--- config.mk ---
export PLATFORM = sky130hd
export DESIGN_NAME = dcache_ctrl
export DESIGN_NICKNAME = d
export VERILOG_FILES = /design/src/rtl/dcache_pkg.sv /design/src/rtl/dcache_ctrl_mem_ret_track.sv /design/src/rtl/dcache_ctrl.sv
export SDC_FILE = /design/constraint.sdc
export NUM_CORES = 1
export LEC_CHECK = 0
export ABC_AREA = 1
export BUFFER_PORTS_ARGS = -buffer_cell sky130_fd_sc_hd__buf_4
export CAP_MARGIN = 25
export CORE_UTILIZATION = 52
export DETAILED_ROUTE_END_ITERATION = 6
export GPL_ROUTABILITY_DRIVEN = 1
export PLACE_DENSITY = 0.87
export SLEW_MARGIN = 20
export SYNTH_ARGS = -nofsm -noshare
export SYNTH_HDL_FRONTEND = slang
export SYNTH_SLANG_ARGS = --single-unit
--- constraint.sdc ---
create_clock -name clk -period 5.3 [get_ports clk]
set_clock_uncertainty 0.15 [all_clocks]
set_input_delay 1.06 -clock clk [delete_from_list [all_inputs] [get_ports clk]]
set_output_delay 1.06 -clock clk [all_outputs]
set_load 0.03 [all_outputs]
--- src/rtl/dcache_pkg.sv ---
// Shared types and address-field constants for the direct-mapped data-cache controller.
// Address layout (byte address): tag=[15:8], index=[7:3], offset=[2:0]; a line is 4 x 16-bit words.
package dcache_pkg;

  typedef enum logic [1:0] {IDLE, WB, FILL, ACC} state_t;

  localparam int unsigned ADDR_W  = 16;
  localparam int unsigned DATA_W  = 16;
  localparam int unsigned TAG_W   = 8;
  localparam int unsigned IDX_W   = 5;
  localparam int unsigned OFF_W   = 3;
  localparam int unsigned WORDS   = 4;
  localparam int unsigned WSEL_W  = 2;

  localparam int unsigned TAG_LSB  = 8;
  localparam int unsigned IDX_LSB  = 3;
  localparam int unsigned OFF_LSB  = 0;
  localparam int unsigned WSEL_LSB = 1;

  // Byte address of word w of the line {tag, idx}.
  function automatic logic [ADDR_W-1:0] lineWordAddr(input logic [TAG_W-1:0] tag,
                                                     input logic [IDX_W-1:0] idx,
                                                     input logic [WSEL_W-1:0] w);
    return {tag, idx, w, 1'b0};
  endfunction

endpackage

--- src/rtl/dcache_ctrl_mem_ret_track.sv ---
// Memory-return tracker: a MEM_LAT-deep shift register of issue-valid bits.
// Ports: clk, rst (async active-high, clears in-flight reads), issue (a read was issued
// this cycle), ret_valid (the read issued MEM_LAT cycles ago returns this cycle).
module mem_ret_track #(
  parameter int unsigned MEM_LAT = 2
) (
  input  logic clk,
  input  logic rst,
  input  logic issue,
  output logic ret_valid
);

  logic [MEM_LAT-1:0] pipeValid;

  always_ff @(posedge clk or posedge rst) begin
    if (rst) begin
      pipeValid <= '0;
    end else begin
      pipeValid[0] <= issue;
      for (int i = 1; i < int'(MEM_LAT); i++) begin
        pipeValid[i] <= pipeValid[i-1];
      end
    end
  end

  assign ret_valid = pipeValid[MEM_LAT-1];

endmodule

--- src/rtl/dcache_ctrl.sv ---
// Direct-mapped data-cache controller: turns a Rd/Wr request into a hit, or a miss handled by
// an optional dirty writeback (WB) and a 4-word line fill (FILL) followed by a replayed access (ACC).
// Ports: clk, rst (async active-high); upstream Addr/DataIn/Rd/Wr -> DataOut/Done/Stall/CacheHit;
// cache array c_* request outputs and c_hit/c_dirty/c_valid/c_tag_out/c_data_out responses;
// main memory mem_addr/mem_data_in/mem_wr/mem_rd, mem_data_out, mem_stall.
// Optional: define DCACHE_STATS_EN to add saturating req_count/hit_count outputs.
module dcache_ctrl
  import dcache_pkg::*;
#(
  parameter int unsigned MEM_LAT = 2
) (
  input  logic              clk,
  input  logic              rst,
  input  logic [ADDR_W-1:0] Addr,
  input  logic [DATA_W-1:0] DataIn,
  input  logic              Rd,
  input  logic              Wr,
  output logic [DATA_W-1:0] DataOut,
  output logic              Done,
  output logic              Stall,
  output logic              CacheHit,
  output logic              c_enable,
  output logic              c_comp,
  output logic              c_write,
  output logic [TAG_W-1:0]  c_tag,
  output logic [IDX_W-1:0]  c_index,
  output logic [OFF_W-1:0]  c_offset,
  output logic              c_valid_in,
  output logic [DATA_W-1:0] c_data_in,
  input  logic              c_hit,
  input  logic              c_dirty,
  input  logic              c_valid,
  input  logic [TAG_W-1:0]  c_tag_out,
  input  logic [DATA_W-1:0] c_data_out,
  output logic [ADDR_W-1:0] mem_addr,
  output logic [DATA_W-1:0] mem_data_in,
  output logic              mem_wr,
  output logic              mem_rd,
  input  logic [DATA_W-1:0] mem_data_out,
`ifdef DCACHE_STATS_EN
  output logic [15:0]       req_count,
  output logic [15:0]       hit_count,
`endif
  input  logic              mem_stall
);

  state_t              state;
  logic [ADDR_W-1:0]   latAddr;
  logic [DATA_W-1:0]   latData;
  logic                latWr;
  logic [TAG_W-1:0]    victimTag;
  logic [WSEL_W-1:0]   wbCnt;
  logic [WSEL_W:0]     issueCnt;
  logic [WSEL_W-1:0]   fillCnt;
  logic                retValid;

  logic                req;
  logic                issueFire;
  logic [TAG_W-1:0]    latTag;
  logic [IDX_W-1:0]    latIdx;
  logic [WSEL_W-1:0]   latWord;

  assign req       = Rd | Wr;
  assign latTag    = latAddr[TAG_LSB +: TAG_W];
  assign latIdx    = latAddr[IDX_LSB +: IDX_W];
  assign latWord   = latAddr[WSEL_LSB +: WSEL_W];
  assign issueFire = (state == FILL) && (issueCnt < (WSEL_W+1)'(WORDS)) && !mem_stall;

  mem_ret_track #(.MEM_LAT(MEM_LAT)) u_ret (
    .clk       (clk),
    .rst       (rst),
    .issue     (issueFire),
    .ret_valid (retValid)
  );

  // State and latched-request registers.
  always_ff @(posedge clk or posedge rst) begin
    if (rst) begin
      state     <= IDLE;
      latAddr   <= '0;
      latData   <= '0;
      latWr     <= 1'b0;
      victimTag <= '0;
      wbCnt     <= '0;
      issueCnt  <= '0;
      fillCnt   <= '0;
    end else begin
      case (state)
        IDLE: begin
          if (req && !c_hit) begin
            latAddr   <= Addr;
            latData   <= DataIn;
            latWr     <= Wr;
            victimTag <= c_tag_out;
            wbCnt     <= '0;
            issueCnt  <= '0;
            fillCnt   <= '0;
            state     <= (c_valid && c_dirty) ? WB : FILL;
          end
        end
        WB: begin
          // A stalled bank leaves wbCnt in place so the same word is re-issued.
          if (!mem_stall) begin
            wbCnt <= wbCnt + WSEL_W'(1);
            if (wbCnt == WSEL_W'(WORDS - 1)) state <= FILL;
          end
        end
        FILL: begin
          if (issueFire) issueCnt <= issueCnt + (WSEL_W+1)'(1);
          if (retValid) begin
            fillCnt <= fillCnt + WSEL_W'(1);
            if (fillCnt == WSEL_W'(WORDS - 1)) state <= ACC;
          end
        end
        ACC:     state <= IDLE;
        default: state <= IDLE;
      endcase
    end
  end

  // Upstream, cache-array and memory outputs; all forced to 0 while rst is high.
  always_comb begin
    DataOut     = '0;
    Done        = 1'b0;
    Stall       = 1'b0;
    CacheHit    = 1'b0;
    c_enable    = 1'b0;
    c_comp      = 1'b0;
    c_write     = 1'b0;
    c_tag       = '0;
    c_index     = '0;
    c_offset    = '0;
    c_valid_in  = 1'b0;
    c_data_in   = '0;
    mem_addr    = '0;
    mem_data_in = '0;
    mem_wr      = 1'b0;
    mem_rd      = 1'b0;
    if (!rst) begin
      case (state)
        IDLE: begin
          if (req) begin
            c_enable  = 1'b1;
            c_comp    = 1'b1;
            c_write   = Wr;
            c_tag     = Addr[TAG_LSB +: TAG_W];
            c_index   = Addr[IDX_LSB +: IDX_W];
            c_offset  = Addr[OFF_LSB +: OFF_W];
            c_data_in = DataIn;
            if (c_hit) begin
              Done     = 1'b1;
              CacheHit = 1'b1;
              DataOut  = c_data_out;
            end else begin
              Stall = 1'b1;
            end
          end
        end
        WB: begin
          Stall       = 1'b1;
          c_enable    = 1'b1;
          c_tag       = victimTag;
          c_index     = latIdx;
          c_offset    = {wbCnt, 1'b0};
          mem_wr      = !mem_stall;
          mem_addr    = lineWordAddr(victimTag, latIdx, wbCnt);
          mem_data_in = c_data_out;
        end
        FILL: begin
          Stall = 1'b1;
          if (issueFire) begin
            mem_rd   = 1'b1;
            mem_addr = lineWordAddr(latTag, latIdx, issueCnt[WSEL_W-1:0]);
          end
          if (retValid) begin
            c_enable   = 1'b1;
            c_write    = 1'b1;
            c_valid_in = 1'b1;
            c_tag      = latTag;
            c_index    = latIdx;
            c_offset   = {fillCnt, 1'b0};
            // The store's own word takes the store data so the line is never stale.
            c_data_in  = (latWr && (fillCnt == latWord)) ? latData : mem_data_out;
          end
        end
        ACC: begin
          c_enable  = 1'b1;
          c_comp    = 1'b1;
          c_write   = latWr;
          c_tag     = latTag;
          c_index   = latIdx;
          c_offset  = latAddr[OFF_LSB +: OFF_W];
          c_data_in = latData;
          Done      = 1'b1;
          DataOut   = c_data_out;
        end
        default: ;
      endcase
    end
  end

`ifdef DCACHE_STATS_EN
  // Saturating request and hit counters.
  always_ff @(posedge clk or posedge rst) begin
    if (rst) begin
      req_count <= '0;
      hit_count <= '0;
    end else if (state == IDLE && req) begin
      if (req_count != 16'hFFFF) req_count <= req_count + 16'd1;
      if (c_hit && hit_count != 16'hFFFF) hit_count <= hit_count + 16'd1;
    end
  end
`endif

endmodule

# Word-level counts from Yosys, hierarchy flattened
# Index checks and enable logic that the tools add are counted.
[word_totals] register_bits=52 inputBits=80 wordCells=110
[op_classes] n_addsub=3 magnitude_cmp=1 eq_ne=12 n_mux=67 n_bitwise=1 reduce_logical=17
[op_table] op="two-way mux 16 bit" count=11
[op_table] op="case mux 16 bit (2 select lines)" count=2
[op_table] op="case mux 16 bit (3 select lines)" count=1
[op_table] op="case mux 8 bit (4 select lines)" count=1
[op_table] op="two-way mux 8 bit" count=3
[op_table] op="two-way mux 1 bit" count=21
[op_table] op="two-way mux 2 bit" count=9
[op_table] op="two-way mux 3 bit" count=5
[op_table] op="two-way mux 5 bit" count=3
[op_table] op="case mux 5 bit (3 select lines)" count=1
[op_table] op="case mux 3 bit (4 select lines)" count=1
[op_table] op="AND reduction 3 bit" count=3
[op_table] op="== test 2 bit, second input constant" count=4
[op_table] op="case mux 2 bit (2 select lines)" count=2
[op_table] op="case mux 2 bit (4 select lines)" count=1
[op_table] op="inequality test 2 x 1 -> 1 bit, second input constant" count=3
[op_table] op="inequality test 2 bit, second input constant" count=3
[op_table] op="case mux 1 bit (2 select lines)" count=3
[op_table] op="case mux 1 bit (3 select lines)" count=2
[op_table] op="case mux 3 bit (2 select lines)" count=1
[op_table] op="logical AND 1 bit" count=5
[op_table] op="AND reduction 5 bit" count=1
[op_table] op="adder 2 x 1 -> 2 bit, second input constant" count=2
[op_table] op="nonzero test 2 bit" count=2
[op_table] op="other kinds (9)" count=11

# Longest topological paths before layout
# Gate-level depths: netlist of run 1.
[logic_depth] word_depth=6 ltp_mapped=10

# Modules after synthesis
# A second synthesis of run 1 with hierarchy kept.
[unflattened] hier_cells=590 area_unflattened_um2=3727.3
[modules_own_cells] module="dcache_ctrl" n_inst=1 cells_each=587 area_each_um2=3673.5
[modules_own_cells] module="mem_ret_track" n_inst=1 cells_each=3 area_each_um2=53.8

# Least setup slack after synthesis of run 1
# Ideal clock, no wire load.
[synth_path] kind="input -> output" from="input rst" to="output mem_addr[11]" t_arrival_ps=3300 required_ps=4090 path_slack_ps=790 stages=4 n_path_buf=1 cell_sequence="inv_1 -> nand2_1 -> clkbuf_1 -> a21oi_1"
[synth_via] elab_chain_cells=1
[synth_lines] element="start: declaration" line_no="dcache_ctrl.sv:13" text="input logic rst,"
[synth_lines] element="two-way mux 16 bit" line_no="dcache_ctrl.sv:139" text="if (!rst) begin"
[synth_lines] element="end: declaration" line_no="dcache_ctrl.sv:35" text="output logic [ADDR_W-1:0] mem_addr,"
# Every way passes these cells.

# Final worst setup path of run 1
[layout_path] from="register state[0]" to="output c_tag[7]"
[layout_via] elab_chain_cells=3 word_cells_on_any_way=6
[layout_lines] element="start: declaration" line_no="dcache_ctrl.sv:47" text="state_t state;"
[layout_lines] element="start signal: assignment" line_no="dcache_ctrl.sv:98" text="state <= (c_valid && c_dirty) ? WB : FILL;"
[layout_lines] element="== test 2 bit (tied with other cells)" line_no="dcache_ctrl.sv:140" text="case (state)"
[layout_lines] element="case mux 8 bit (4 select lines) *" line_no="dcache_ctrl.sv:140"
[layout_lines] element="two-way mux 8 bit *" line_no="dcache_ctrl.sv:139"
[layout_lines] element="end: declaration" line_no="dcache_ctrl.sv:25" text="output logic [TAG_W-1:0] c_tag,"
# Mark *: on every way between the ends. The rest lies on a longest branch, timed or not.

==> impl_metrics.json, run 1 <==
{
  "status": "complete, no violations",
  "slowest_delay_ns": 0.50,
  "vias_per_cell": 5.32,
  "post_cts_resized": 0,
  "cts_root_buf": "clkbuf_8",
  "cp_cell_sequence": "inv_1 > ha_1 > nand2_1 > inv_1 > nor2_1 > clkinv_1 > nand2_1 > o21ai_0 > nand2_1 > a21oi_1 > buf_4",
  "worstReg2RegStart": "state[0]$_DFFE_PP0P_",
  "portBuffers": 167,
  "p_leak_nw": 2.89,
  "max_freq_ghz": 0.254,
  "min-delay-start": "u_ret.pipeValid[0]$_DFF_PP0_",
  "criticalPathCategory": "reg2out",
  "initial_core_util_pct": 54.9,
  "rsz0062_at_grt": "no",
  "p_sw_share_pct": 52.3,
  "cp_top_family": "buffers and inverters",
  "dieArea_sq_um": 7630,
  "ys_seq_elements": 52,
  "overflow": 0,
  "drive_above_1_share_pct": 26.4,
  "yosys-top-cells-area": "dfrtp_1, nand2_1, inv_1, a21oi_1, nand3_1",
  "synth_top_area_cell": "dfrtp_1",
  "hold_viol_final": 0,
  "grt_use_total_pct": 30.5,
  "drtAntennaViolNets": 0,
  "path_max_fanout": 20,
  "grt_max_degree": 55,
  "h-tree-depth": 2,
  "diodes": 0,
  "arrival_ns": 2.73,
  "die_w_um": 87.4,
  "endpoint_kind": "output pin",
  "min_period_ns": 3.94,
  "cts_inserted_buffers": 5,
  "gp_congestion": 0.881,
  "avgSynthCellArea_sq_um": 6.37,
  "num_rows": 30,
  "p_total_w": 0.00255,
  "cts_max_path_buffers": 2,
  "crit_buf_inv": 4,
  "area_delta_synth_final_pct": 36.0,
  "vias": 4485,
  "hpwlAfterDp_mm": 8.66,
  "drt-total-wl_mm": 11.7,
  "netlist_area_sq_um": 3790,
  "irDropWorstVdd_v": 0.000349,
  "coreArea_sq_um": 6910,
  "synth.net_count": 684,
  "grt_pass1_wl_mm": 18.3,
  "synth_cells": 595,
  "finalMaxSlewViolations": 0,
  "synth_ff_type": "dfrtp_1",
  "power_frac_seq_pct": 27.1,
  "final_nets": 835,
  "grt_pass1_vias": 4098,
  "cap_violations": 0,
  "place_ws_ns": 1.54,
  "final.setup.worst_slack_ns": 1.36,
  "cts_tree": "done",
  "ctsHoldBuffers": 0,
  "dr.pass1.iters": 5,
  "post_cts_buffers": 0,
  "hold_class": "reg2reg",
  "timing.setup.tns_ns": 0,
  "cts_sinks": 52,
  "yosys-top-cells-count": "nand2_1, inv_1, dfrtp_1",
  "p_comb_share_pct": 62.1,
  "wl_per_cell_um": 13.9,
  "pwr-share-clk_pct": 10.8,
  "critPathLaunch": "state[0]$_DFFE_PP0P_",
  "antenna_found_initial": 0,
  "synthArstFlopShare_pct": 100,
  "cp_data_required_time_ns": 4.09,
  "drcViolationCount": 0,
  "intPower_w": 0.00122,
  "ys_seq_area_share_pct": 34.3,
  "ios": 169,
  "switchingPower_w": 0.00133,
  "period_share_pct": 74.2,
  "worst_pin_slew_ns": 0.628,
  "relSlewSlack_pct": 58.0,
  "regToRegSetupSlack_ns": 2.57,
  "die_h_um": 87.4,
  "cp-start-kind": "flip-flop",
  "cpMostUsedCell": "nand2_1",
  "clk_pin_slew_worst_paths_ns": 0.10,
  "yosysUniqueCellTypes": 32,
  "setup_viol": 0,
  "ys_warn_count": 0,
  "synth_edf_count": 0,
  "drt_iter0_drc": 411,
  "yosysMostFrequentCell": "nand2_1",
  "cp_slowest_cell": "inv_1",
  "synth_top_area_share_pct": 34.3,
  "clk_latency_ns": 0.31,
  "power_density_nw_per_um2": 495
}
-- layout by cell type (no fill, tap or decap), types with 2 or more instances in the layout --
| cell | n |
|---|---|
| nand2_1 | 194 |
| buf_4 | 171 |
| inv_1 | 102 |
| dfrtp_1 | 52 |
| a21oi_1 | 48 |
| nor2_1 | 45 |
| nand3_1 | 35 |
| o21ai_0 | 34 |
| o22ai_1 | 17 |
| nor2_4 | 9 |
| ha_1 | 9 |
| clkbuf_8 | 5 |
| inv_2 | 3 |
| nand4_1 | 3 |
| nand2_2 | 2 |
| clkinv_1 | 2 |
| a31oi_1 | 2 |
-- per-layer routing --
| layer | global-route usage, % | vias up | routed length, um | part of all wire (%) |
|---|---|---|---|---|
| met5 | 0 | - | 0 | 0 |
| met4 | 12.7 | 0 | 332 | 2.8 |
| met3 | 3.98 | 34 | 1030 | 8.8 |
| met2 | 54.7 | 283 | 5690 | 49 |
| met1 | 36.6 | 2043 | 4660 | 40 |
| li1 | - | 2125 | - | - |
-- final cells by class --
type                    count  area, sq um
repair buffers            171         1280
multi-input cells         408         1930
clock inverters             3         42.5
inverters                 108          408
clock buffers               5         68.8
well taps                  96          120
flip-flops and latches     52         1300
fillers                   582         1750
-- power by group through the flow --
| stage | registers, W | clock network [W] | logic [W] |
|---|---|---|---|
| final | 0.000692 | 0.000275 | 0.00158 |
| after global placement | 0.000684 | 0 | 0.00151 |
| after detailed placement | 0.000693 | 0 | 0.00155 |
| after floorplan | 0.000659 | 0 | 0.00112 |
| after CTS | 0.000688 | 0.000278 | 0.00156 |
| after global routing | 0.000713 | 0.000293 | 0.00174 |
-- stage by stage --
stage	hold WS (ns)	util [%]	instances	area, sq um
2_1_floorplan	0.181	-	595	3790
3_3_place_gp	0.181	72.9	834	5030
3_5_place_dp	0.187	72.9	834	5030
4_1_cts	0.215	74.5	842	5140
5_1_grt	0.235	74.6	843	5150
6_report	0.212	74.6	843	5150
-- registers in the layout, summed over array words and instances (netlist names) --
| register | cells |
|---|---|
| latAddr | 16 |
| fillCnt | 2 |
| latWr | 1 |
| u_ret.pipeValid | 2 |
| state | 2 |
| latData | 16 |
| victimTag | 8 |
| wbCnt | 2 |
| issueCnt | 3 |
-- kinds of logic after synthesis --
kind of cell	Yosys count	share of synthesized area, %
adders and majority gates	9	2.97
xor gates and xnor gates	1	0.231
buffers and inverters	135	14.8
and+or+nand+nor	293	33.0
AOI/OAI and AO/OA	104	14.6
DFF	52	34.3
other	1	0.0990
-- worst paths after layout --
path,end,cells after the start
max,c_tag[7],11
min,u_ret.pipeValid[1]$_DFF_PP0_,0
max reg2reg,victimTag[7]$_DFFE_PP0P_,9
min reg2reg,u_ret.pipeValid[1]$_DFF_PP0_,0
max in group asynchronous,latData[11]$_DFFE_PP0P_,3
min in group asynchronous,issueCnt[0]$_DFFE_PP0P_,2
Power figures use the tool's default switching activity.
==> run 2, diff against run 1 <==
CORE_UTILIZATION = 44   (was 52)
PLACE_DENSITY = 0.78   (was 0.87)
clock period = 3.35 ns   (was 5.3 ns; I/O delays follow)
==> impl_metrics.json, run 2 (same netlist as run 1, synthesis figures left out) <==
{
  "crit_buf_inv": 2,
  "final_nets": 842,
  "worst_pin_slew_ns": 0.594,
  "cts_root_buf": "clkbuf_8",
  "coreArea_sq_um": 8260,
  "finalMaxSlewViolations": 0,
  "cp_top_family": "simple AND/OR/NAND/NOR gates",
  "cp-start-kind": "flip-flop",
  "drtAntennaViolNets": 0,
  "timing.setup.tns_ns": 0,
  "overflow": 0,
  "cts_max_path_buffers": 2,
  "post-place-cells": 848,
  "grt_pass1_wl_mm": 18.2,
  "final.setup.worst_slack_ns": 0.153,
  "reg_top3": "latAddr: 16 flops, latData: 16 flops, victimTag: 8 flops",
  "wl_per_cell_um": 13.2,
  "h-tree-depth": 2,
  "arrival_ns": 2.38,
  "num_rows": 33,
  "period_share_pct": 95.4,
  "area_delta_synth_final_pct": 38.2,
  "initial_core_util_pct": 45.9,
  "cts_tree": "done",
  "layout_common_cells": "nand2_1, buf_4, inv_1",
  "ctsHoldBuffers": 0,
  "fin_util_pct": 63.4,
  "hpwlAfterDp_mm": 8.43,
  "hold_class": "reg2reg",
  "clk_latency_ns": 0.31,
  "cts_sinks": 52,
  "dieArea_sq_um": 8990,
  "min_period_ns": 3.20,
  "whs_ns": 0.229,
  "grt_pass1_vias": 4079,
  "vias": 4324,
  "endpoint_kind": "output pin",
  "vias_per_cell": 5.03,
  "cts_inserted_buffers": 5,
  "setup_viol": 0,
  "grt_use_total_pct": 25.3,
  "irDropWorstVdd_v": 0.000379,
  "status": "complete, no violations",
  "slowest_delay_ns": 0.53,
  "cap_violations": 0,
  "clk_pin_slew_worst_paths_ns": 0.10,
  "final_common_cell": "nand2_1",
  "drive_above_1_share_pct": 27.3,
  "cp_data_required_time_ns": 2.53,
  "place_ws_ns": 0.292,
  "cp_slowest_cell": "ha_1",
  "fin_cells": 859,
  "rsz0062_at_grt": "no",
  "grt_max_degree": 55,
  "gp_congestion": 0.881,
  "power_density_nw_per_um2": 776,
  "drcViolationCount": 0,
  "dr.pass1.iters": 5,
  "die_w_um": 94.8,
  "path_max_fanout": 17,
  "drt_iter0_drc": 340,
  "drt-total-wl_mm": 11.3,
  "antenna_found_initial": 0,
  "die_h_um": 94.8,
  "ios": 169,
  "relSlewSlack_pct": 60.3,
  "p_leak_nw": 2.92,
  "diodes": 0,
  "portBuffers": 167,
  "hold_viol_final": 0,
  "criticalPathCategory": "reg2out",
  "cp_cell_sequence": "inv_1 > ha_1 > nand2_1 > nor2_1 > buf_4",
  "max_freq_ghz": 0.313
}
==> run 2: stage by stage <==
stage	total power [W]	cell area (sq um)
final	0.00407	5240
after global routing	0.00440	5240
after CTS	0.00404	5210
after detailed placement	0.00356	5090
after global placement	0.00351	5090
after floorplan	0.00282	3790
==> run 2: final timing paths <==
path,cells past startpoint,startpoint,slack (ns),end
max,5,state[1]$_DFFE_PP0P_,0.15,mem_data_in[0]
min reg2reg,0,u_ret.pipeValid[0]$_DFF_PP0_,0.23,u_ret.pipeValid[1]$_DFF_PP0_
max in group asynchronous,3,rst,2.27,issueCnt[1]$_DFFE_PP0P_
max reg2reg,10,state[0]$_DFFE_PP0P_,0.77,latAddr[1]$_DFFE_PP0P_
min,0,u_ret.pipeValid[0]$_DFF_PP0_,0.23,u_ret.pipeValid[1]$_DFF_PP0_
min in group asynchronous,2,rst,0.25,latWr$_DFFE_PP0P_
==> run 2: layout make-up <==
| class | count | area (sq um) |
|---|---|---|
| timing repair buffer | 178 | 1340 |
| clock buffer | 6 | 82.6 |
| sequential | 52 | 1300 |
| fill | 757 | 3020 |
| tap | 105 | 131 |
| multi-input combinational | 408 | 1930 |
| clock inverter | 2 | 38.8 |
| inverter | 108 | 415 |
==> run 2: routing by layer <==
| metal | GRT usage, % | up-vias | routed length [um] |
|---|---|---|---|
| li1 | - | 2146 | - |
| met1 | 32.9 | 1967 | 4740 |
| met2 | 43.5 | 197 | 5480 |
| met3 | 4.19 | 14 | 978 |
| met4 | 6.82 | 0 | 143 |
| met5 | 0 | - | 0 |
==> run 2: report_power, final <==
group / internal [W] / switching, W / total (W)
Sequential: 0.000897 / 0.000189 / 0.00109
Clock: 0.000245 / 0.000218 / 0.000462
Combinational: 0.000836 / 0.00168 / 0.00252
Total: 0.00198 / 0.00209 / 0.00406
==> run 2: repair_timing <==
item	4_1_cts	5_1_grt
pin swaps	0	1
setup endpoints to repair	22	35
resized for setup	1	1
buffers inserted	0	2
